==> config.mk <==
export PLATFORM = sky130hd
export DESIGN_NAME = int_issue_queue
export DESIGN_NICKNAME = d
export VERILOG_FILES = /design/src/rtl/int_issue_queue_pkg.sv /design/src/rtl/int_issue_queue_entry.sv /design/src/rtl/int_issue_queue.sv
export SDC_FILE = /design/constraint.sdc
export NUM_CORES = 1
export LEC_CHECK = 0
export CELL_PAD_IN_SITES_DETAIL_PLACEMENT = 2
export CELL_PAD_IN_SITES_GLOBAL_PLACEMENT = 2
export CORE_MARGIN = 10
export CORE_UTILIZATION = 39
export CTS_CLUSTER_DIAMETER = 150
export DETAILED_ROUTE_END_ITERATION = 10
export GPL_ROUTABILITY_DRIVEN = 0
export PLACE_DENSITY = 0.95
export SETUP_SLACK_MARGIN = 0.1
export SLEW_MARGIN = 20
export SYNTH_ARGS = -nofsm -noshare
export SYNTH_HDL_FRONTEND = slang
export SYNTH_SLANG_ARGS = --single-unit
==> constraint.sdc <==
create_clock -name clk -period 9.75 [get_ports clk]
set_input_delay 1.95 -clock clk [delete_from_list [all_inputs] [get_ports clk]]
set_output_delay 1.95 -clock clk [all_outputs]
set_load 0.02 [all_outputs]
==> src/rtl/int_issue_queue_pkg.sv <==
// Shared types for the integer reservation queue: dispatch packet layout,
// CDB broadcast bundle, opcode constants and the operand wakeup rule.
package int_issue_queue_pkg;

  localparam int TAG_W = 6;

  localparam logic [6:0] OP_IMM    = 7'b0010011;
  localparam logic [6:0] OP_REG    = 7'b0110011;
  localparam logic [6:0] OP_LUI    = 7'b0110111;
  localparam logic [6:0] OP_AUIPC  = 7'b0010111;
  localparam logic [6:0] OP_BRANCH = 7'b1100011;
  localparam logic [6:0] OP_JAL    = 7'b1101111;
  localparam logic [6:0] OP_JALR   = 7'b1100111;

  typedef struct packed {
    logic [31:0]      rs1_data;
    logic [31:0]      rs2_data;
    logic [TAG_W-1:0] rs1_tag;
    logic [TAG_W-1:0] rs2_tag;
    logic             rs1_data_valid;
    logic             rs2_data_valid;
    logic [TAG_W-1:0] rd_tag;
  } queue_data;

  typedef struct packed {
    queue_data   common_data;
    logic [6:0]  opcode;
    logic [2:0]  func3;
    logic [6:0]  func7;
  } int_queue_data;

  typedef struct packed {
    logic             valid;
    logic [TAG_W-1:0] tag;
    logic [31:0]      data;
  } cdb_bus_t;

  // Each operand is captured independently, so one broadcast can wake both.
  function automatic queue_data wake(input queue_data d, input cdb_bus_t c);
    queue_data r;
    r = d;
    if (c.valid && !d.rs1_data_valid && (c.tag == d.rs1_tag)) begin
      r.rs1_data       = c.data;
      r.rs1_data_valid = 1'b1;
    end
    if (c.valid && !d.rs2_data_valid && (c.tag == d.rs2_tag)) begin
      r.rs2_data       = c.data;
      r.rs2_data_valid = 1'b1;
    end
    return r;
  endfunction

endpackage

==> src/rtl/int_issue_queue_entry.sv <==
// One queue slot: holds a packet, snoops the CDB, and can load from dispatch
// or shift in the contents of the next-younger slot.
module iq_entry
  import int_issue_queue_pkg::*;
(
  input  logic          clk,
  input  logic          rst_n,
  input  logic          flush,
  input  cdb_bus_t      cdb,
  input  logic          load,
  input  int_queue_data load_data,
  input  logic          shift,
  input  logic          shift_valid,
  input  int_queue_data shift_data,
  output logic          valid,
  output int_queue_data data
);

  logic          nxt_valid;
  int_queue_data nxt_data;

  // Load wins over shift: on a same-cycle issue the new packet lands in the
  // slot vacated by the compaction. Wakeup applies to whatever is written.
  always_comb begin
    nxt_valid = valid;
    nxt_data  = data;
    if (load) begin
      nxt_valid = 1'b1;
      nxt_data  = load_data;
    end else if (shift) begin
      nxt_valid = shift_valid;
      nxt_data  = shift_data;
    end
    nxt_data.common_data = wake(nxt_data.common_data, cdb);
    if (flush) nxt_valid = 1'b0;
  end

  always_ff @(posedge clk or negedge rst_n) begin
    if (!rst_n) begin
      valid <= 1'b0;
      data  <= '0;
    end else begin
      valid <= nxt_valid;
      data  <= nxt_data;
    end
  end

endmodule

==> src/rtl/int_issue_queue.sv <==
// Age-ordered compacting integer issue queue: oldest-ready select, CDB wakeup
// with dispatch-cycle bypass, valid/ready issue handshake and flush.
module int_issue_queue #(
  parameter int DEPTH = 4,
  parameter int TAG_W = 6
) (
  input  logic                                   clk,
  input  logic                                   rst_n,
  input  logic                                   en_int_dispatch,
  input  int_issue_queue_pkg::int_queue_data     dispatcher_2_int_queue,
  input  logic                                   cdb_valid,
  input  logic [TAG_W-1:0]                       cdb_tag,
  input  logic [31:0]                            cdb_data,
  input  logic                                   flush,
  input  logic                                   exe_ready,
  output logic                                   issue_valid,
  output int_issue_queue_pkg::int_queue_data     issue_pkt,
  output logic                                   queue_full,
  output logic                                   queue_empty,
  output logic [$clog2(DEPTH+1)-1:0]             occupancy
);
  import int_issue_queue_pkg::*;

  localparam int OCC_W = $clog2(DEPTH+1);

  // Handshake: an issue is consumed on any rising edge where issue_valid and
  // exe_ready are both high; issue_pkt holds steady otherwise unless an older
  // entry becomes ready or a flush clears the queue.

  cdb_bus_t      cdb;
  logic [DEPTH-1:0] slot_valid, slot_ready, shift, load;
  int_queue_data slot_data [DEPTH];
  logic [OCC_W-1:0] occ_q, alloc_idx;
  logic          alloc, fire;

  assign cdb         = {cdb_valid, cdb_tag, cdb_data};
  assign queue_full  = (occ_q == OCC_W'(DEPTH));
  assign queue_empty = (occ_q == '0);
  assign occupancy   = occ_q;
  assign alloc       = en_int_dispatch && !queue_full;
  assign fire        = issue_valid && exe_ready;
  assign alloc_idx   = fire ? (occ_q - OCC_W'(1)) : occ_q;

  // Oldest-ready select; every slot at or above the selected one shifts down.
  always_comb begin
    issue_valid = 1'b0;
    issue_pkt   = '0;
    shift       = '0;
    for (int i = 0; i < DEPTH; i++) begin
      if (slot_ready[i] && !issue_valid) begin
        issue_valid = 1'b1;
        issue_pkt   = slot_data[i];
      end
      shift[i] = issue_valid && exe_ready;
    end
  end

  always_ff @(posedge clk or negedge rst_n) begin
    if (!rst_n)     occ_q <= '0;
    else if (flush) occ_q <= '0;
    else            occ_q <= occ_q + OCC_W'(alloc) - OCC_W'(fire);
  end

  for (genvar i = 0; i < DEPTH; i++) begin : g_slot
    logic          nxt_valid;
    int_queue_data nxt_data;

    if (i == DEPTH-1) begin : g_tail
      assign nxt_valid = 1'b0;
      assign nxt_data  = '0;
    end else begin : g_mid
      assign nxt_valid = slot_valid[i+1];
      assign nxt_data  = slot_data[i+1];
    end

    assign slot_ready[i] = slot_valid[i]
                         & slot_data[i].common_data.rs1_data_valid
                         & slot_data[i].common_data.rs2_data_valid;
    assign load[i] = alloc && (alloc_idx == OCC_W'(i));

    iq_entry u_entry (
      .clk         (clk),
      .rst_n       (rst_n),
      .flush       (flush),
      .cdb         (cdb),
      .load        (load[i]),
      .load_data   (dispatcher_2_int_queue),
      .shift       (shift[i]),
      .shift_valid (nxt_valid),
      .shift_data  (nxt_data),
      .valid       (slot_valid[i]),
      .data        (slot_data[i])
    );
  end

endmodule

==> impl_summary.txt, run 1 <==
----------------------------------------------------
[Status]
  Result of the run ... complete, no violations

[Logic synthesis]
  Netlist cell types ... 64
  Main flop type after synthesis ... sky130_fd_sc_hd__dfrtp_1
  Dominant combinational cell family by area after synthesis ... multiplexers
  Post-synthesis share of cell area spent on full adders, half adders and majority gates ... 0.002853
  Total nets after synthesis ... 2916
  Area share of the leading cell type in the synthesized netlist ... 0.4187
  Post-Synth XOR/XNOR Area ... 0.01854
  Async set-or-reset flop fraction in the synthesized netlist ... 1.000
  Synth top area cells ... sky130_fd_sc_hd__dfrtp_1 42%, sky130_fd_sc_hd__mux2_2 9.1%, sky130_fd_sc_hd__mux2i_1 8.5%, sky130_fd_sc_hd__nand2_1 8.0%, sky130_fd_sc_hd__a21oi_1 5.3%
  Count of state elements after synthesis ... 411
  Number of warnings issued by yosys ... 0
  Post-Synthesis Cell Area ... 0.02456 mm²
  Synthesized-area fraction occupied by ao, oa, aoi and oai cells ... 0.1441
  Area fraction in and, or, nand and nor cells after synthesis ... 0.1727
  Post-synthesis average cell area ... 8.880 µm²
  Sequential cell area fraction in the yosys report ... 0.4187
  Instance count of the mapped netlist ... 2766
  Multiplexer share of the synthesized area ... 0.1989
  Yosys top cell by area ... sky130_fd_sc_hd__dfrtp_1
  Number of enable-type register cells in the synthesized netlist ... 0

[Worst setup path]
  Setup crit end kind ... output port
  Most frequent cell on the critical path ... sky130_fd_sc_hd__nor2_1
  Worst Setup Path Type ... register to output port
  CP Data Arrival Time ... 5000 ps
  Largest stage delay on the critical path ... 790 ps
  Worst-path fanout max ... 60
  Required time of the critical path ... 7800 ps
  Cell-by-cell listing of the critical path ... and3_4, nor2_1, nand3_4, buf_4, nor2_1, a21oi_1, clkdlybuf4s50_1
  Startpoint types ... register
  Cell with the biggest individual delay on the critical path ... sky130_fd_sc_hd__buf_4

[GRT]
  Tot GR Track Use ... 0.3342
  Pin count of the biggest net entering global routing ... 179
  Sum of overflow across all layers after global routing ... 0
  Number of antenna violations at the first check in global routing ... 6
  Vias in the first global route ... 28750
  Global-route wire length before repair ... 190.4 mm

[Clock network]
  Number of clock sinks ... 411
  Clock-pin slew reported for the worst setup and hold paths after clock tree synthesis ... 60 ps
  Total clock buffers created by CTS ... 50
  Clock latency at the later pin of the worst-skew pair ... 640 ps
  Number of buffers on the longest clock path ... 3
  Buffers inserted during post-CTS setup optimization ... 0
  Number of gates resized after cts ... 0
  Clock tree root buffer cell ... sky130_fd_sc_hd__clkbuf_16
  Number of hold-repair buffers added at the cts stage ... 0
  TritonCTS clock tree ... done
  H-tree lvl count ... 2

[Power and ir drop]
  Peak ir drop on the vdd network ... 0.1587 mV
  Pleak ... 13.94 nW
  Overall power of the completed layout ... 9.445 mW
  PD cells ... 321.6 mW/mm²

[Die]
  Die width ... 271.0 µm
  Top Ports ... 252
  Full die area ... 0.07341 mm²
  Rows ... 91
  Starting Density ... 0.3958
  DIE HEIGHT ... 271.0 µm
  Placeable core region ... 0.06205 mm²

[STA]
  Ratio of final minimum period to clock period ... 0.7126
  Hold WS ... 543.9 ps
  Max Clock Freq ... 143.9 MHz
  RSZ-0062 raised after global routing ... no
  Min Clock Period, post-route ... 6948 ps
  Relative slew slack ... 0.1876
  Final Slew Violations ... 0
  Count of endpoints failing hold in the final timing report ... 0
  Actual slew at the worst max-slew pin ... 1219 ps
  Total Negative Setup Slacks ... 0 ps
  Final-report setup violation count ... 0
  Worst Skew ... 34.54 ps

[Route]
  Number of search-and-repair iterations in the first detailed-routing pass ... 10
  Post-route ant nets ... 0
  Total detailed-routing wirelength ... 126.5 mm
  Initial drt markers ... 3106
  Vias per cell ... 6.639
  Number of vias after detailed routing ... 24960
  DRC violations left ... 0
  Routed length per instance ... 33.65 µm

[Cells and area]
  Core occupancy in the finished layout ... 0.4732
  Number of fill cells in the layout ... 6463
  P&R area growth vs syn ... 19.56%
  Ratio of cells with drive above 1 in the final layout ... 0.1292
  Number of nets in the layout ... 3027
  Cell area after layout ... 0.02937 mm²

[Hold path]
  Class of the tightest hold or removal check ... register to register

[Place]
  Post-place instance area ... 0.02761 mm²
  Post-DP HPWL ... 72.11 mm
  I/O Buffers ... 251

[Flow run]
  Number of max-cap violations ... 0

----------------------------------------------------
## cells by family after synthesis
kind of cell,Yosys count
flip-flops,411
buffers and inverters,265
AND/OR/NAND/NOR,1033
AO/OA/AOI/OAI,554
XOR/XNOR,52
adder cells (fa/ha/maj),5
multiplexers,446
## sequential cells by signal, indices dropped and copies added, names as in the netlist
| name | cells |
|---|---|
| g_slot.u_entry.data | 404 |
| g_slot.u_entry.valid | 4 |
| occupancy | 3 |
## cells in the final DEF (no fill, tap or decap), types with 5 or more instances in the layout
cell type                         instances
sky130_fd_sc_hd__a211oi_1                 7
sky130_fd_sc_hd__a21oi_1                258
sky130_fd_sc_hd__a222oi_1                99
sky130_fd_sc_hd__a22o_1                   8
sky130_fd_sc_hd__a31oi_1                 67
sky130_fd_sc_hd__and3_1                   6
sky130_fd_sc_hd__buf_4                   37
sky130_fd_sc_hd__clkbuf_1                11
sky130_fd_sc_hd__clkbuf_16               50
sky130_fd_sc_hd__clkbuf_8                18
sky130_fd_sc_hd__clkdlybuf4s50_1        250
sky130_fd_sc_hd__clkinv_2                 5
sky130_fd_sc_hd__dfrtp_1                411
sky130_fd_sc_hd__diode_2                  5
sky130_fd_sc_hd__inv_1                   29
sky130_fd_sc_hd__mux2_1                   8
sky130_fd_sc_hd__mux2_2                 199
sky130_fd_sc_hd__mux2_4                  30
sky130_fd_sc_hd__mux2i_1                207
sky130_fd_sc_hd__nand2_1                521
sky130_fd_sc_hd__nand3_1                128
sky130_fd_sc_hd__nand4_1                  8
sky130_fd_sc_hd__nand4b_1                 5
sky130_fd_sc_hd__nor2_1                 322
sky130_fd_sc_hd__nor2b_1                  7
sky130_fd_sc_hd__o211ai_1                 5
sky130_fd_sc_hd__o21ai_0                 80
sky130_fd_sc_hd__xnor2_1                 38
sky130_fd_sc_hd__xor2_1                  14
## critical path, delay by kind of cell, from the launching register on
kind | cells | cell delay [ps]
flip-flops | 1 | 510
AND/OR/NAND/NOR | 4 | 1810
buffers and inverters | 2 | 1520
AO/OA/AOI/OAI | 1 | 410
## stage by stage
step                std cells  setup slack [ps]
detailed placement       3661              2881
global route             3757              2763
finish                   3760              2802
CTS                      3754              3049
floorplan                2766              5136
global placement         3661              3046
## cell type report
cell class	count	area (µm²)	share of cell area
diodes	5	12.51	0.0004261
clock buffers	79	1540	0.05245
clock inverters	14	160.2	0.005454
inverters	30	112.6	0.003835
multi-input cells	2090	13310	0.4533
flip-flops and latches	411	10280	0.3502
well taps	837	1047	0.03566
repair buffers	294	2897	0.09864
## power by group
part	switching [mW]	leakage (nW)	total, mW	internal [mW]
logic	2.40	8.18	4.11	1.71
registers	0.824	4.93	3.34	2.52
clock network	0.851	0.828	1.99	1.14
total	4.08	13.9	9.45	5.37
## synthesized netlist by cell type, drive strengths merged (2+ instances only)
cell	instances
inv	30
nor4	9
a221oi	2
and2	2
and3	7
nand4b	5
dfrtp	411
o31ai	5
o211ai	5
nor4b	3
mux2i	209
a21oi	258
a22oi	3
nand2b	4
o2111ai	2
a222oi	99
a211o	2
a31oi	68
nor2b	7
nand3b	3
a22o	8
o21ai	82
nor2	323
nand3	129
clkbuf	160
nand2	522
a211oi	7
o221ai	2
or4	2
xnor2	38
xor2	14
mux2	237
buf	75
nor3	6
ha	4
a21o	2
nand4	8
## layer usage
metal / track usage / vias to the layer above / share of wire
met2: 0.5633 / 1507 / 0.49
met4: 0.2091 / 8 / 0.061
met5: 0 / - / 0.00035
met1: 0.3796 / 12970 / 0.37
li1: - / 10010 / -
met3: 0.07516 / 469 / 0.079
## path summary, 6_finish.rpt
| check | start | to | slack (ps) | cells after the start |
|---|---|---|---|---|
| worst max-delay path | g_slot[0].u_entry.data[23] | issue_pkt[88] | 2800 | 7 |
| worst min-delay path | g_slot[3].u_entry.data[11] | g_slot[3].u_entry.data[11] | 540 | 2 |
| worst max register to register | g_slot[0].u_entry.data[23] | g_slot[0].u_entry.data[82] | 4350 | 9 |
| worst min register to register | g_slot[3].u_entry.data[11] | g_slot[3].u_entry.data[11] | 540 | 2 |
| max in group asynchronous | rst_n | g_slot[0].u_entry.data[24] | 6910 | 3 |
| min in group asynchronous | rst_n | g_slot[2].u_entry.data[25] | 1250 | 1 |
No activity file was read; power rests on OpenSTA's default activity.
==> inputs of run 2 (changes only) <==
- CORE_UTILIZATION: 39 -> 36
- PLACE_DENSITY: 0.95 -> 0.89
- clock period: 9.75 -> 6.4 ns (I/O delays scaled with it)
==> impl_summary.txt, run 2 (same netlist as run 1, synthesis figures left out) <==
----------------------------------------------------
[Worst setup path]
  Crit Reg-Reg Endpoint ... g_slot[3].u_entry.data[78]
  Cell-by-cell listing of the critical path ... and3_4, nor2_1, nand3_4, buf_12, nor2_1, a21oi_1, clkdlybuf4s50_1
  Worst Setup Path Type ... register to output port
  CP Depth ... 7 (unchanged)
  Combined buffer and inverter count along the critical path ... 2 (unchanged)
  Worst-path fanout max ... 58 (-3.3%)
  Cell family contributing the most delay on the critical path ... simple AND/OR/NAND/NOR gates
  CP Data Arrival Time ... 4390 ps (-610 ps)
  Setup crit end kind ... output port
  Required time of the critical path ... 5120 ps (-2680 ps)
  Cell with the biggest individual delay on the critical path ... sky130_fd_sc_hd__and3_4
  Reg-to-reg setup timing slack ... 1430 ps (-2920 ps)
  Capturing element of the worst setup path ... issue_pkt[36]
  Startpoint of the most critical register-to-register path ... g_slot[0].u_entry.data[23]
  Most frequent cell on the critical path ... sky130_fd_sc_hd__nor2_1
  Startpoint types ... register
  Logic depth of the worst register-to-register path ... 10 (+1)
  Largest stage delay on the critical path ... 920 ps (+130 ps)
  Source of the critical timing path ... g_slot[0].u_entry.data[23]

[Route]
  Number of search-and-repair iterations in the first detailed-routing pass ... 11 (+1)
  Routed length per instance ... 31.20 µm (-7.3%)
  Number of vias after detailed routing ... 24110 (-3.4%)
  Vias per cell ... 6.333 (-4.6%)
  DRC violations left ... 6 (+6)
  Initial drt markers ... 2731 (-12%)
  Post-route ant nets ... 0 (unchanged)
  Total detailed-routing wirelength ... 118.8 mm (-6.1%)

[STA]
  Actual slew at the worst max-slew pin ... 1052 ps (-166.9 ps)
  Max Clock Freq ... 176.3 MHz
  Hold WS ... 544.1 ps (+0.2510 ps)
  Final Slew Violations ... 0 (unchanged)
  Total Negative Setup Slacks ... 0 ps (unchanged)
  Final-report setup violation count ... 0 (unchanged)
  RSZ-0062 raised after global routing ... no
  Ratio of final minimum period to clock period ... 0.8864
  Worst Skew ... 53.37 ps (+18.83 ps)
  Min Clock Period, post-route ... 5673 ps
  Count of endpoints failing hold in the final timing report ... 0 (unchanged)
  Relative slew slack ... 0.2989 (+0.1113)

[Hold path]
  Class of the tightest hold or removal check ... register to register

[Status]
  Result of the run ... complete, but fails checks
  Failing checks ... DRC

[Die]
  Placeable core region ... 0.06740 mm² (+8.6%)
  Die width ... 281.2 µm (+3.8%)
  Top Ports ... 252 (unchanged)
  Full die area ... 0.07907 mm² (+7.7%)
  DIE HEIGHT ... 281.2 µm (+3.8%)
  Starting Density ... 0.3644 (-0.03138)
  Rows ... 95 (+4.4%)

[Clock network]
  TritonCTS clock tree ... done
  Clock tree root buffer cell ... sky130_fd_sc_hd__clkbuf_16
  Number of gates resized after cts ... 0 (unchanged)
  Number of clock sinks ... 411 (unchanged)
  Total clock buffers created by CTS ... 51 (+2.0%)
  Buffers inserted during post-CTS setup optimization ... 0 (unchanged)
  Number of buffers on the longest clock path ... 3 (unchanged)
  Clock-pin slew reported for the worst setup and hold paths after clock tree synthesis ... 70 ps (about the same)
  H-tree lvl count ... 2 (unchanged)
  Number of hold-repair buffers added at the cts stage ... 0 (unchanged)
  Clock latency at the later pin of the worst-skew pair ... 650 ps (about the same)

[Cells and area]
  Area of combinational cells with multiple inputs ... 0.01332 mm² (about the same)
  Flip-flop count of the largest register, all copies and words added ... 404 (unchanged)
  Footprint of the flip-flops and latches ... 0.01028 mm² (unchanged)
  Most frequent standard cell in the layout excluding fill and tap cells ... sky130_fd_sc_hd__nand2_1
  Most used cells in the layout excluding fill and tap cells ... 521 x sky130_fd_sc_hd__nand2_1, 411 x sky130_fd_sc_hd__dfrtp_1, 322 x sky130_fd_sc_hd__nor2_1
  Number of fill cells in the layout ... 7044 (+9.0%)
  P&R area growth vs syn ... 20.66%
  Ratio of cells with drive above 1 in the final layout ... 0.1341 (+0.004886)
  Top register by number of flip-flops ... g_slot.u_entry.data
  Number of nets in the layout ... 3042 (+0.50%)

[Power and ir drop]
  PD cells ... 478.4 mW/mm² (+49%)
  Peak ir drop on the vdd network ... 0.2366 mV (+49%)
  Pleak ... 14.06 nW (+0.88%)

[GRT]
  Tot GR Track Use ... 0.2925 (-0.04170)
  Pin count of the biggest net entering global routing ... 133 (-26%)
  Global-route wire length before repair ... 178.4 mm (-6.3%)
  Sum of overflow across all layers after global routing ... 0 (unchanged)
  Vias in the first global route ... 27590 (-4.0%)
  Number of antenna violations at the first check in global routing ... 11 (+5)

[Flow run]
  Number of max-cap violations ... 0 (unchanged)

[Place]
  I/O Buffers ... 251 (unchanged)
  Post-DP HPWL ... 71.95 mm (-0.23%)

----------------------------------------------------
run 2: changes by cell type in the layout (fill, tap and decap cells not counted), sizes merged:
cell	delta
diode	-2
clkbuf	-1
bufinv	+1
clkinvlp	-4
clkinv	+4
buf	+14
inv	-1
run 2: where the power goes:
part	internal (mW)	total [mW]	switching [mW]	leakage, nW
sequential	3.84	4.99	1.16	4.93
combinational	2.62	6.08	3.46	8.25
clock	1.82	3.10	1.28	0.879
total	8.28	14.2	5.90	14.1
run 2: final cells by class:
class,instances,area share
Sequential cell,411,0.3470
Clock buffer,78,0.05328
Tap cell,873,0.03686
Clock inverter,14,0.006375
Timing Repair Buffer,308,0.1030
Antenna cell,3,0.0002533
Multi-Input combinational cell,2090,0.4494
Inverter,30,0.003800
run 2: layer usage:
layer,up-vias,global-route usage,share of wire
met4,14,0.1594,0.054
li1,10040,-,-
met2,1143,0.5027,0.49
met3,313,0.05034,0.069
met1,12600,0.3429,0.39
met5,-,0,0.00078
run 2: worst min path at each step:
stage	from	endpoint	slack, ps	depth (start not counted)
after global routing	g_slot[3].u_entry.data[11]	g_slot[3].u_entry.data[11]	570	2
final	g_slot[3].u_entry.data[11]	g_slot[3].u_entry.data[11]	540	2
after CTS	g_slot[3].u_entry.data[11]	g_slot[3].u_entry.data[11]	540	2
after detailed placement	g_slot[3].u_entry.data[19]	g_slot[3].u_entry.data[19]	520	2
after floorplan	g_slot[3].u_entry.data[10]	g_slot[3].u_entry.data[10]	490	2
after global placement	g_slot[3].u_entry.data[15]	g_slot[3].u_entry.data[15]	500	2
run 2: per-stage QoR:
step | utilization | instance area, µm² | total power, mW | std cells | setup slack (ps)
after floorplan | - | 24560 | 8.460 | 2766 | 2456
after global placement | 0.4129 | 27830 | 9.967 | 3711 | 1132
after detailed placement | 0.4130 | 27830 | 10.70 | 3711 | 957.0
after CTS | 0.4392 | 29600 | 14.10 | 3803 | 779.0
after global routing | 0.4397 | 29630 | 14.90 | 3806 | 734.7
final | 0.4397 | 29640 | 14.18 | 3807 | 727.2
run 2: worst register-to-register path: cells and delay by family (launching register included):
kind	cells	cell delay, ps
AO/OA/AOI/OAI	3	1170
buffers and inverters	2	1140
flip-flops	1	460
AND/OR/NAND/NOR	4	1610
multiplexers	1	460
